[config.mk]
export PLATFORM = sky130hd
export DESIGN_NAME = sent_rx_crc_scheduler_flat
export DESIGN_NICKNAME = d
export VERILOG_FILES = /design/src/rtl/sent_rx_crc_scheduler_if.sv /design/src/rtl/sent_rx_crc_scheduler.sv /design/src/flat_wrapper.sv
export SDC_FILE = /design/constraint.sdc
export NUM_CORES = 1
export LEC_CHECK = 0
export CAP_MARGIN = 10
export CORE_MARGIN = 4
export CORE_UTILIZATION = 30
export DETAILED_ROUTE_END_ITERATION = 7
export GPL_TIMING_DRIVEN = 0
export HOLD_SLACK_MARGIN = 0.08
export PLACE_DENSITY = 0.47
export SKIP_CTS_REPAIR_TIMING = 1
export SYNTH_ARGS = -nofsm -noshare
export SYNTH_HDL_FRONTEND = slang
export SYNTH_SLANG_ARGS = --single-unit
[constraint.sdc]
create_clock -name clk -period 6.35 [get_ports clk]
set_clock_uncertainty 0.1 [all_clocks]
set_input_delay 0.635 -clock clk [delete_from_list [all_inputs] [get_ports clk]]
set_output_delay 0.635 -clock clk [all_outputs]
set_load 0.05 [all_outputs]
[src/rtl/sent_rx_crc_scheduler_if.sv]
// Request/result bundle between the SENT RX frame decoders and the shared CRC scheduler.
// master: decoder/output-register side; slave: the scheduler.
interface sent_rx_crc_scheduler_if #(
  parameter int ERR_W = 16
);
  logic             en;
  logic             err_clr;
  logic             fast_valid;
  logic             fast_ready;
  logic [1:0]       fast_len;
  logic [27:0]      fast_data;
  logic             short_valid;
  logic             short_ready;
  logic [15:0]      short_data;
  logic             enh_valid;
  logic             enh_ready;
  logic [29:0]      enh_data;
  logic             out_valid;
  logic [1:0]       out_src;
  logic             out_crc_ok;
  logic [23:0]      out_data;
  logic [ERR_W-1:0] err_cnt;

  modport master (
    output en, err_clr,
    output fast_valid, fast_len, fast_data,
    output short_valid, short_data,
    output enh_valid, enh_data,
    input  fast_ready, short_ready, enh_ready,
    input  out_valid, out_src, out_crc_ok, out_data, err_cnt
  );

  modport slave (
    input  en, err_clr,
    input  fast_valid, fast_len, fast_data,
    input  short_valid, short_data,
    input  enh_valid, enh_data,
    output fast_ready, short_ready, enh_ready,
    output out_valid, out_src, out_crc_ok, out_data, err_cnt
  );
endinterface

[src/rtl/sent_rx_crc_scheduler.sv]
// One bit-serial CRC4/CRC6 checker shared by the fast, short-serial and enhanced-serial
// SENT decoders; one buffered request per source, fixed priority fast > enhanced > short.
module sent_rx_crc_scheduler #(
  parameter logic [3:0] SEED4 = 4'h5,
  parameter logic [3:0] POLY4 = 4'hD,
  parameter logic [5:0] SEED6 = 6'h15,
  parameter logic [5:0] POLY6 = 6'h19,
  parameter int         ERR_W = 16
) (
  input logic                    clk,
  input logic                    reset,
  sent_rx_crc_scheduler_if.slave bus
);

  typedef enum logic {IDLE, SHIFT} state_e;

  state_e             state_q, state_d;
  logic               fast_pend_q, fast_pend_d;
  logic [1:0]         fast_len_q, fast_len_d;
  logic [27:0]        fast_buf_q, fast_buf_d;
  logic               short_pend_q, short_pend_d;
  logic [15:0]        short_buf_q, short_buf_d;
  logic               enh_pend_q, enh_pend_d;
  logic [29:0]        enh_buf_q, enh_buf_d;

  logic [29:0]        msg_q, msg_d;
  logic [5:0]         r_q, r_d;
  logic [4:0]         cnt_q, cnt_d;
  logic               wide_q, wide_d;
  logic [1:0]         src_q, src_d;
  logic [23:0]        pay_q, pay_d;

  logic               out_valid_q, out_valid_d;
  logic [1:0]         out_src_q, out_src_d;
  logic               out_ok_q, out_ok_d;
  logic [23:0]        out_data_q, out_data_d;
  logic [ERR_W-1:0]   err_q, err_d;

  logic [3:0]         r4_next;
  logic [5:0]         r_next;
  logic               err_inc;

  always_ff @(posedge clk) begin
    if (reset) begin
      state_q      <= IDLE;
      fast_pend_q  <= 1'b0;
      fast_len_q   <= '0;
      fast_buf_q   <= '0;
      short_pend_q <= 1'b0;
      short_buf_q  <= '0;
      enh_pend_q   <= 1'b0;
      enh_buf_q    <= '0;
      msg_q        <= '0;
      r_q          <= '0;
      cnt_q        <= '0;
      wide_q       <= 1'b0;
      src_q        <= '0;
      pay_q        <= '0;
      out_valid_q  <= 1'b0;
      out_src_q    <= '0;
      out_ok_q     <= 1'b0;
      out_data_q   <= '0;
      err_q        <= '0;
    end else begin
      state_q      <= state_d;
      fast_pend_q  <= fast_pend_d;
      fast_len_q   <= fast_len_d;
      fast_buf_q   <= fast_buf_d;
      short_pend_q <= short_pend_d;
      short_buf_q  <= short_buf_d;
      enh_pend_q   <= enh_pend_d;
      enh_buf_q    <= enh_buf_d;
      msg_q        <= msg_d;
      r_q          <= r_d;
      cnt_q        <= cnt_d;
      wide_q       <= wide_d;
      src_q        <= src_d;
      pay_q        <= pay_d;
      out_valid_q  <= out_valid_d;
      out_src_q    <= out_src_d;
      out_ok_q     <= out_ok_d;
      out_data_q   <= out_data_d;
      err_q        <= err_d;
    end
  end

  always_comb begin
    state_d      = state_q;
    fast_pend_d  = fast_pend_q;
    fast_len_d   = fast_len_q;
    fast_buf_d   = fast_buf_q;
    short_pend_d = short_pend_q;
    short_buf_d  = short_buf_q;
    enh_pend_d   = enh_pend_q;
    enh_buf_d    = enh_buf_q;
    msg_d        = msg_q;
    r_d          = r_q;
    cnt_d        = cnt_q;
    wide_d       = wide_q;
    src_d        = src_q;
    pay_d        = pay_q;
    out_valid_d  = 1'b0;
    out_src_d    = out_src_q;
    out_ok_d     = out_ok_q;
    out_data_d   = out_data_q;
    err_inc      = 1'b0;

    // CRC4 residue lives in r_q[3:0]; the upper two bits stay zero.
    r4_next = {r_q[2:0], msg_q[29]} ^ (r_q[3] ? POLY4 : 4'h0);
    r_next  = wide_q ? ({r_q[4:0], msg_q[29]} ^ (r_q[5] ? POLY6 : 6'h00))
                     : {2'b00, r4_next};

    if (bus.fast_valid && !fast_pend_q) begin
      fast_pend_d = 1'b1;
      fast_len_d  = bus.fast_len;
      fast_buf_d  = bus.fast_data;
    end
    if (bus.short_valid && !short_pend_q) begin
      short_pend_d = 1'b1;
      short_buf_d  = bus.short_data;
    end
    if (bus.enh_valid && !enh_pend_q) begin
      enh_pend_d = 1'b1;
      enh_buf_d  = bus.enh_data;
    end

    case (state_q)
      IDLE: begin
        if (bus.en) begin
          if (fast_pend_q) begin
            fast_pend_d = 1'b0;
            src_d       = 2'd0;
            wide_d      = 1'b0;
            r_d         = {2'b00, SEED4};
            state_d     = SHIFT;
            case (fast_len_q)
              2'd0: begin
                msg_d = {fast_buf_q[15:0], 14'b0};
                cnt_d = 5'd16;
                pay_d = {12'b0, fast_buf_q[15:4]};
              end
              2'd1: begin
                msg_d = {fast_buf_q[19:0], 10'b0};
                cnt_d = 5'd20;
                pay_d = {8'b0, fast_buf_q[19:4]};
              end
              2'd2: begin
                msg_d = {fast_buf_q[27:0], 2'b0};
                cnt_d = 5'd28;
                pay_d = fast_buf_q[27:4];
              end
              default: begin
                state_d     = IDLE;
                out_valid_d = 1'b1;
                out_src_d   = 2'd0;
                out_ok_d    = 1'b0;
                out_data_d  = '0;
                err_inc     = 1'b1;
              end
            endcase
          end else if (enh_pend_q) begin
            enh_pend_d = 1'b0;
            src_d      = 2'd2;
            wide_d     = 1'b1;
            r_d        = SEED6;
            msg_d      = enh_buf_q;
            cnt_d      = 5'd30;
            pay_d      = enh_buf_q[29:6];
            state_d    = SHIFT;
          end else if (short_pend_q) begin
            short_pend_d = 1'b0;
            src_d        = 2'd1;
            wide_d       = 1'b0;
            r_d          = {2'b00, SEED4};
            msg_d        = {short_buf_q, 14'b0};
            cnt_d        = 5'd16;
            pay_d        = {12'b0, short_buf_q[15:4]};
            state_d      = SHIFT;
          end
        end
      end
      SHIFT: begin
        msg_d = {msg_q[28:0], 1'b0};
        r_d   = r_next;
        cnt_d = cnt_q - 5'd1;
        if (cnt_q == 5'd1) begin
          out_valid_d = 1'b1;
          out_src_d   = src_q;
          out_ok_d    = (r_next == 6'h00);
          out_data_d  = pay_q;
          err_inc     = (r_next != 6'h00);
          state_d     = IDLE;
        end
      end
      default: state_d = IDLE;
    endcase

    err_d = err_q;
    if (bus.err_clr) begin
      err_d = '0;
    end else if (err_inc && (err_q != '1)) begin
      err_d = err_q + ERR_W'(1);
    end
  end

  assign bus.fast_ready  = ~fast_pend_q;
  assign bus.short_ready = ~short_pend_q;
  assign bus.enh_ready   = ~enh_pend_q;
  assign bus.out_valid   = out_valid_q;
  assign bus.out_src     = out_src_q;
  assign bus.out_crc_ok  = out_ok_q;
  assign bus.out_data    = out_data_q;
  assign bus.err_cnt     = err_q;

endmodule

[src/flat_wrapper.sv]
// flat-port wrapper written by rule: the top's interface ports become plain ports
module sent_rx_crc_scheduler_flat 
#(
  parameter logic [3:0] SEED4 = 4'h5,
  parameter logic [3:0] POLY4 = 4'hD,
  parameter logic [5:0] SEED6 = 6'h15,
  parameter logic [5:0] POLY6 = 6'h19,
  parameter int         ERR_W = 16
)
  (clk, reset, bus_en, bus_err_clr, bus_fast_valid, bus_fast_len, bus_fast_data, bus_short_valid, bus_short_data, bus_enh_valid, bus_enh_data, bus_fast_ready, bus_short_ready, bus_enh_ready, bus_out_valid, bus_out_src, bus_out_crc_ok, bus_out_data, bus_err_cnt);
  sent_rx_crc_scheduler_if #(.ERR_W(ERR_W)) bus_i ();
  input logic clk;
  input logic reset;
  input wire logic [$bits(bus_i.en)-1:0] bus_en;
  input wire logic [$bits(bus_i.err_clr)-1:0] bus_err_clr;
  input wire logic [$bits(bus_i.fast_valid)-1:0] bus_fast_valid;
  input wire logic [$bits(bus_i.fast_len)-1:0] bus_fast_len;
  input wire logic [$bits(bus_i.fast_data)-1:0] bus_fast_data;
  input wire logic [$bits(bus_i.short_valid)-1:0] bus_short_valid;
  input wire logic [$bits(bus_i.short_data)-1:0] bus_short_data;
  input wire logic [$bits(bus_i.enh_valid)-1:0] bus_enh_valid;
  input wire logic [$bits(bus_i.enh_data)-1:0] bus_enh_data;
  output wire logic [$bits(bus_i.fast_ready)-1:0] bus_fast_ready;
  output wire logic [$bits(bus_i.short_ready)-1:0] bus_short_ready;
  output wire logic [$bits(bus_i.enh_ready)-1:0] bus_enh_ready;
  output wire logic [$bits(bus_i.out_valid)-1:0] bus_out_valid;
  output wire logic [$bits(bus_i.out_src)-1:0] bus_out_src;
  output wire logic [$bits(bus_i.out_crc_ok)-1:0] bus_out_crc_ok;
  output wire logic [$bits(bus_i.out_data)-1:0] bus_out_data;
  output wire logic [$bits(bus_i.err_cnt)-1:0] bus_err_cnt;
  assign bus_i.en = bus_en;
  assign bus_i.err_clr = bus_err_clr;
  assign bus_i.fast_valid = bus_fast_valid;
  assign bus_i.fast_len = bus_fast_len;
  assign bus_i.fast_data = bus_fast_data;
  assign bus_i.short_valid = bus_short_valid;
  assign bus_i.short_data = bus_short_data;
  assign bus_i.enh_valid = bus_enh_valid;
  assign bus_i.enh_data = bus_enh_data;
  assign bus_fast_ready = bus_i.fast_ready;
  assign bus_short_ready = bus_i.short_ready;
  assign bus_enh_ready = bus_i.enh_ready;
  assign bus_out_valid = bus_i.out_valid;
  assign bus_out_src = bus_i.out_src;
  assign bus_out_crc_ok = bus_i.out_crc_ok;
  assign bus_out_data = bus_i.out_data;
  assign bus_err_cnt = bus_i.err_cnt;
  sent_rx_crc_scheduler #(.SEED4(SEED4), .POLY4(POLY4), .SEED6(SEED6), .POLY6(POLY6), .ERR_W(ERR_W)) u_core (.clk(clk), .reset(reset), .bus(bus_i));
endmodule
# After elaboration in Yosys (flattened, before gate mapping)
# Cells that the tools add are included.
[word_totals]
latch_bits = 0
ramBits = 0
romBits = 0
input_bits = 83
n_memories = 0
register_bits = 192
elab_cells = 130
[classes]
n_reduce_logical = 18
multipliers = 0
eq_ne = 11
muxes = 74
shifts = 0
bitwise_logic = 6
n_addsub = 2
div = 0
order_cmp = 0
[op_table]
columns = ["op", "count"]
rows = [
  ["24-bit 2-to-1 mux", 7],
  ["30-bit 2-to-1 mux", 4],
  ["30-bit case mux with 3 select lines", 1],
  ["24-bit case mux with 3 select lines", 1],
  ["30-bit case mux with 2 select lines", 1],
  ["24-bit case mux with 2 select lines", 1],
  ["1-bit 2-to-1 mux", 33],
  ["6-bit 2-to-1 mux", 5],
  ["5-bit 2-to-1 mux", 5],
  ["16-bit by 1-bit adder with 16-bit output, second input constant", 1],
  ["16-bit != test, second input constant", 1],
  ["5-bit case mux with 3 select lines", 1],
  ["2-bit 2-to-1 mux", 7],
  ["6-bit case mux with 2 select lines", 1],
  ["5-bit case mux with 2 select lines", 1],
  ["1-bit case mux with 2 select lines", 4],
  ["4-bit AND reduction", 2],
  ["6-bit logical NOT", 1],
  ["2-bit != test, second input constant", 3],
  ["3-bit AND reduction", 2],
  ["6-bit nonzero test", 1],
  ["6-bit bitwise XOR", 1],
  ["5-bit by 1-bit == test with 1-bit output, second input constant", 1],
  ["5-bit != test, second input constant", 1],
  ["other kinds (17)", 25],
]

# Logic depth before layout (Yosys ltp)
[logic_depth]
word_depth = 8
depth_mapped = 9

# Worst setup path after synthesis
# Ideal clock, no wire load.
[synth_path]
path_type = "flip-flop to output port"
start = "register u_core.fast_pend_q"
end = "output bus_fast_ready"
setup_slack_ps = 4001
required_time_ps = 5615
path_stages_with_launch = 6
t_arrival_ps = 1614
cell_sequence = "dfxtp_1 buf_2 inv_2 buf_2 clkbuf_1 buf_1"
[synth_between]
elab_chain_len = 1
[synth_rtl]
columns = ["element", "line_no", "source"]
rows = [
  ["from (decl)", "sent_rx_crc_scheduler.sv:18", "logic fast_pend_q, fast_pend_d;"],
  ["from (signal assigned)", "sent_rx_crc_scheduler.sv:66", "fast_pend_q <= fast_pend_d;"],
  ["1-bit inverter", "sent_rx_crc_scheduler.sv:206", "assign bus.fast_ready = ~fast_pend_q;"],
  ["to (decl)", "flat_wrapper.sv:23", "output wire logic [$bits(bus_i.fast_ready)-1:0] bus_fast_ready;"],
]
# Every way passes these cells.

# Final worst setup path
# Ends and elaborated chain as after synthesis.

==> results_dict.tcl <==
set metrics [dict create \
    first_iter_violations 652 \
    areaGrowthSynthToFinish_pct 27.9 \
    setup_viol 0 \
    power-per-cell-area_mw_per_mm2 267 \
    yosys-top-cells-count "nand2_1 (234), dfxtp_1 (191), a21oi_1 (173)" \
    arrival_ns 3.22 \
    ir_drop_mv 0.175 \
    p_leak_nw 3.79 \
    grt_pass1_wl_um 48900 \
    drive_gt1_frac 0.0452 \
    combPwrFrac 0.160 \
    worstReg2RegEnd "u_core.msg_q[3]" \
    period_minus_slack_ns 3.95 \
    min_to "u_core.pay_q[8]" \
    ant_nets 0 \
    via_count 8449 \
    antenna_found_initial 0 \
    hold_ws_ns 0.356 \
    die_area_mm2 0.0311 \
    drc_errors 0 \
    rsz0062_at_grt "false" \
    num-nets-final 1337 \
    hp-class "flop to flop" \
    syn-num-nets 1190 \
    insertion_delay_ns 0.45 \
    n_antenna_cell 0 \
    ctsLongestPathBuffers 2 \
    synth_top_area_share 0.450 \
    post-route-period-util 0.623 \
    wl_per_cell_um 19.7 \
    fmaxAchievable_mhz 253 \
    die_y_um 176 \
    cap_violations 0 \
    rows 61 \
    endpoint_kind "output port" \
    core_mm2 0.0279 \
    fin_tns_setup_ns 0 \
    n_fill_cell 2939 \
    synth.largest_area_cell "dfxtp_1" \
    crit_slowest_cell "clkdlybuf4s50_1" \
    pwr-share-clk 0.384 \
    avgViaCountPerCell 5.16 \
    path_buf_inv 6 \
    internal-power_mw 1.97 \
    io_buffers 128 \
    path_common_cell "buf_2" \
    slew_violations 0 \
    initial_core_util 0.305 \
    htree_levels 4 \
    reg2regPathDepth 8 \
    critPathTopFamily "buffers and inverters" \
    timing.critical_path.from_type "flop" \
    regToRegStartpoint "u_core.fast_len_q[0]" \
    cts.sinks 191 \
    p_switching_uw 929 \
    cts_made_buffers 17 \
    synthDistinctLibCells 52 \
    finalHoldViolations 0 \
    post-dp-hpwl_um 25000 \
    outcome "finished clean" \
    slew_headroom 0.459 \
    path_class "flop to output port" \
    async_reset_ff_frac 0 \
    grt_overflow 0 \
    grt_max_degree 22 \
    gp_congestion 0.935 \
    ys_ff_latch 191 \
    r2r_slack_ns 3.53 \
    synth_ff_type "dfxtp_1" \
    dieWidth_um 176 \
    tightest_slew_ns 0.812 \
    grt_pass1_vias 8246 \
    clk_pin_slew_worst_paths_ns 0.08 \
    ys_seq_area_frac 0.450 \
    synth.most_common_cell "nand2_1" \
    pwr-share-seq 0.457 \
    hold_depth 2 \
    grt_usage 0.205 \
    io_pins 130 \
    yosys_warnings 0 \
    synthTopCellsByArea "dfxtp_1 (45%), nand2_1 (10%), a21oi_1 (10%)" \
    synth.avg_cell_area_um2 7.72 \
    swShare 0.320 \
    path_cells "buf_2 > inv_2 > buf_2 > clkbuf_1 > buf_1 > clkdlybuf4s50_1" \
    syn_inst 1100 \
    slowest_delay_ns 0.91 \
    first_pass_iters 7 \
    hp-start "u_core.pay_q[8]" \
    netlist_area_mm2 0.00849 \
    critPathLaunch "u_core.fast_pend_q" \
    synth-edff-count 0 \
    drt_wl_total_um 32200 \
    cts_tree "built" \
    crit_fanout 10 \
    clockRootBuffer "clkbuf_16" \
    required_ns 5.61 \
    p_total_mw 2.90 \
]
per-stage QoR:
stage          instance area [µm²]  utilization  instances  setup slack (ns)
2_1_floorplan                 8490            -       1100              4.00
3_5_place_dp                 10200        0.368       1606              2.90
3_3_place_gp                 10200        0.368       1606              2.92
5_1_grt                      10900        0.390       1638              2.30
4_1_cts                      10900        0.390       1638              2.41
6_report                     10900        0.390       1638              2.40
kinds of logic (layout without fill, tap and decap cells):
logic type,Yosys count,after routing,share of synthesized area
AO/OA/AOI/OAI,298,298,0.218
XOR/XNOR,13,13,0.0134
adder cells (fa/ha/maj),7,7,0.0103
buffers and inverters,106,266,0.0506
flip-flops,191,191,0.450
multiplexers,14,14,0.0180
AND/OR/NAND/NOR,471,471,0.239
cell type report:
type                       count  area [µm²]  area share
clock buffer                  17         425      0.0392
tap                          378         473      0.0436
clock inverter                15         185      0.0171
sequential                   191        3820       0.352
buffer                        92         377      0.0347
multi-input combinational    803        4240       0.390
timing repair buffer         128        1280       0.118
inverter                      14        52.6     0.00484
sequential cells by signal (all words and copies together) (netlist names):
register               flops
u_core.r_q                 6
u_core.msg_q              30
u_core.state_q             1
u_core.enh_buf_q          30
u_core.short_pend_q        1
u_core.bus.out_valid       1
u_core.fast_buf_q         28
u_core.src_q               1
u_core.fast_len_q          2
u_core.short_buf_q        16
u_core.fast_pend_q         1
u_core.bus.out_src         2
u_core.bus.out_crc_ok      1
u_core.bus.out_data       24
u_core.enh_pend_q          1
u_core.pay_q              24
u_core.bus.err_cnt        16
u_core.wide_q              1
u_core.cnt_q               5
worst register-to-register path: cells and delay by family, from the launching register on:
kind	cells	cell delay (ns)
buf+inv	2	0.65
compound gates	3	0.63
simple gates	2	0.60
flops	1	0.41
fa+ha+maj	1	0.30
per-layer routing:
layer  GRT usage  part of all wire
met1       0.280              0.46
met2       0.336              0.47
met3      0.0315             0.049
met4      0.0647             0.023
met5           0                 0
worst max-delay path by stage:
stage,to,slack (ns),depth (start not counted)
finish,bus_fast_ready,2.40,6
global route,bus_fast_ready,2.30,6
CTS,bus_fast_ready,2.41,6
detailed placement,bus_fast_ready,2.90,6
global placement,bus_fast_ready,2.92,6
floorplan,bus_fast_ready,4.00,5
cell usage in the layout, fill, tap and decap left out, drive strengths merged, types with 11 or more instances in the layout:
master | synthesis | routed
nand3 | 40 | 40
mux2i | 14 | 14
inv | 14 | 22
nor3 | 26 | 26
o21ai | 11 | 11
nand2 | 235 | 235
o211ai | 14 | 14
buf | 23 | 23
clkbuf | 69 | 86
a21oi | 173 | 173
a22oi | 24 | 24
a221oi | 37 | 37
dfxtp | 191 | 191
clkdlybuf4s50 | 0 | 128
nor2 | 118 | 118
power groups by stage:
stage / Sequential (mW) / Clock (mW) / Combinational (mW)
detailed placement: 1.35 / 0 / 0.460
CTS: 1.32 / 1.14 / 0.461
global placement: 1.35 / 0 / 0.459
finish: 1.33 / 1.11 / 0.463
global route: 1.33 / 1.18 / 0.511
floorplan: 1.33 / 0 / 0.283
Power figures use the tool's default switching activity.
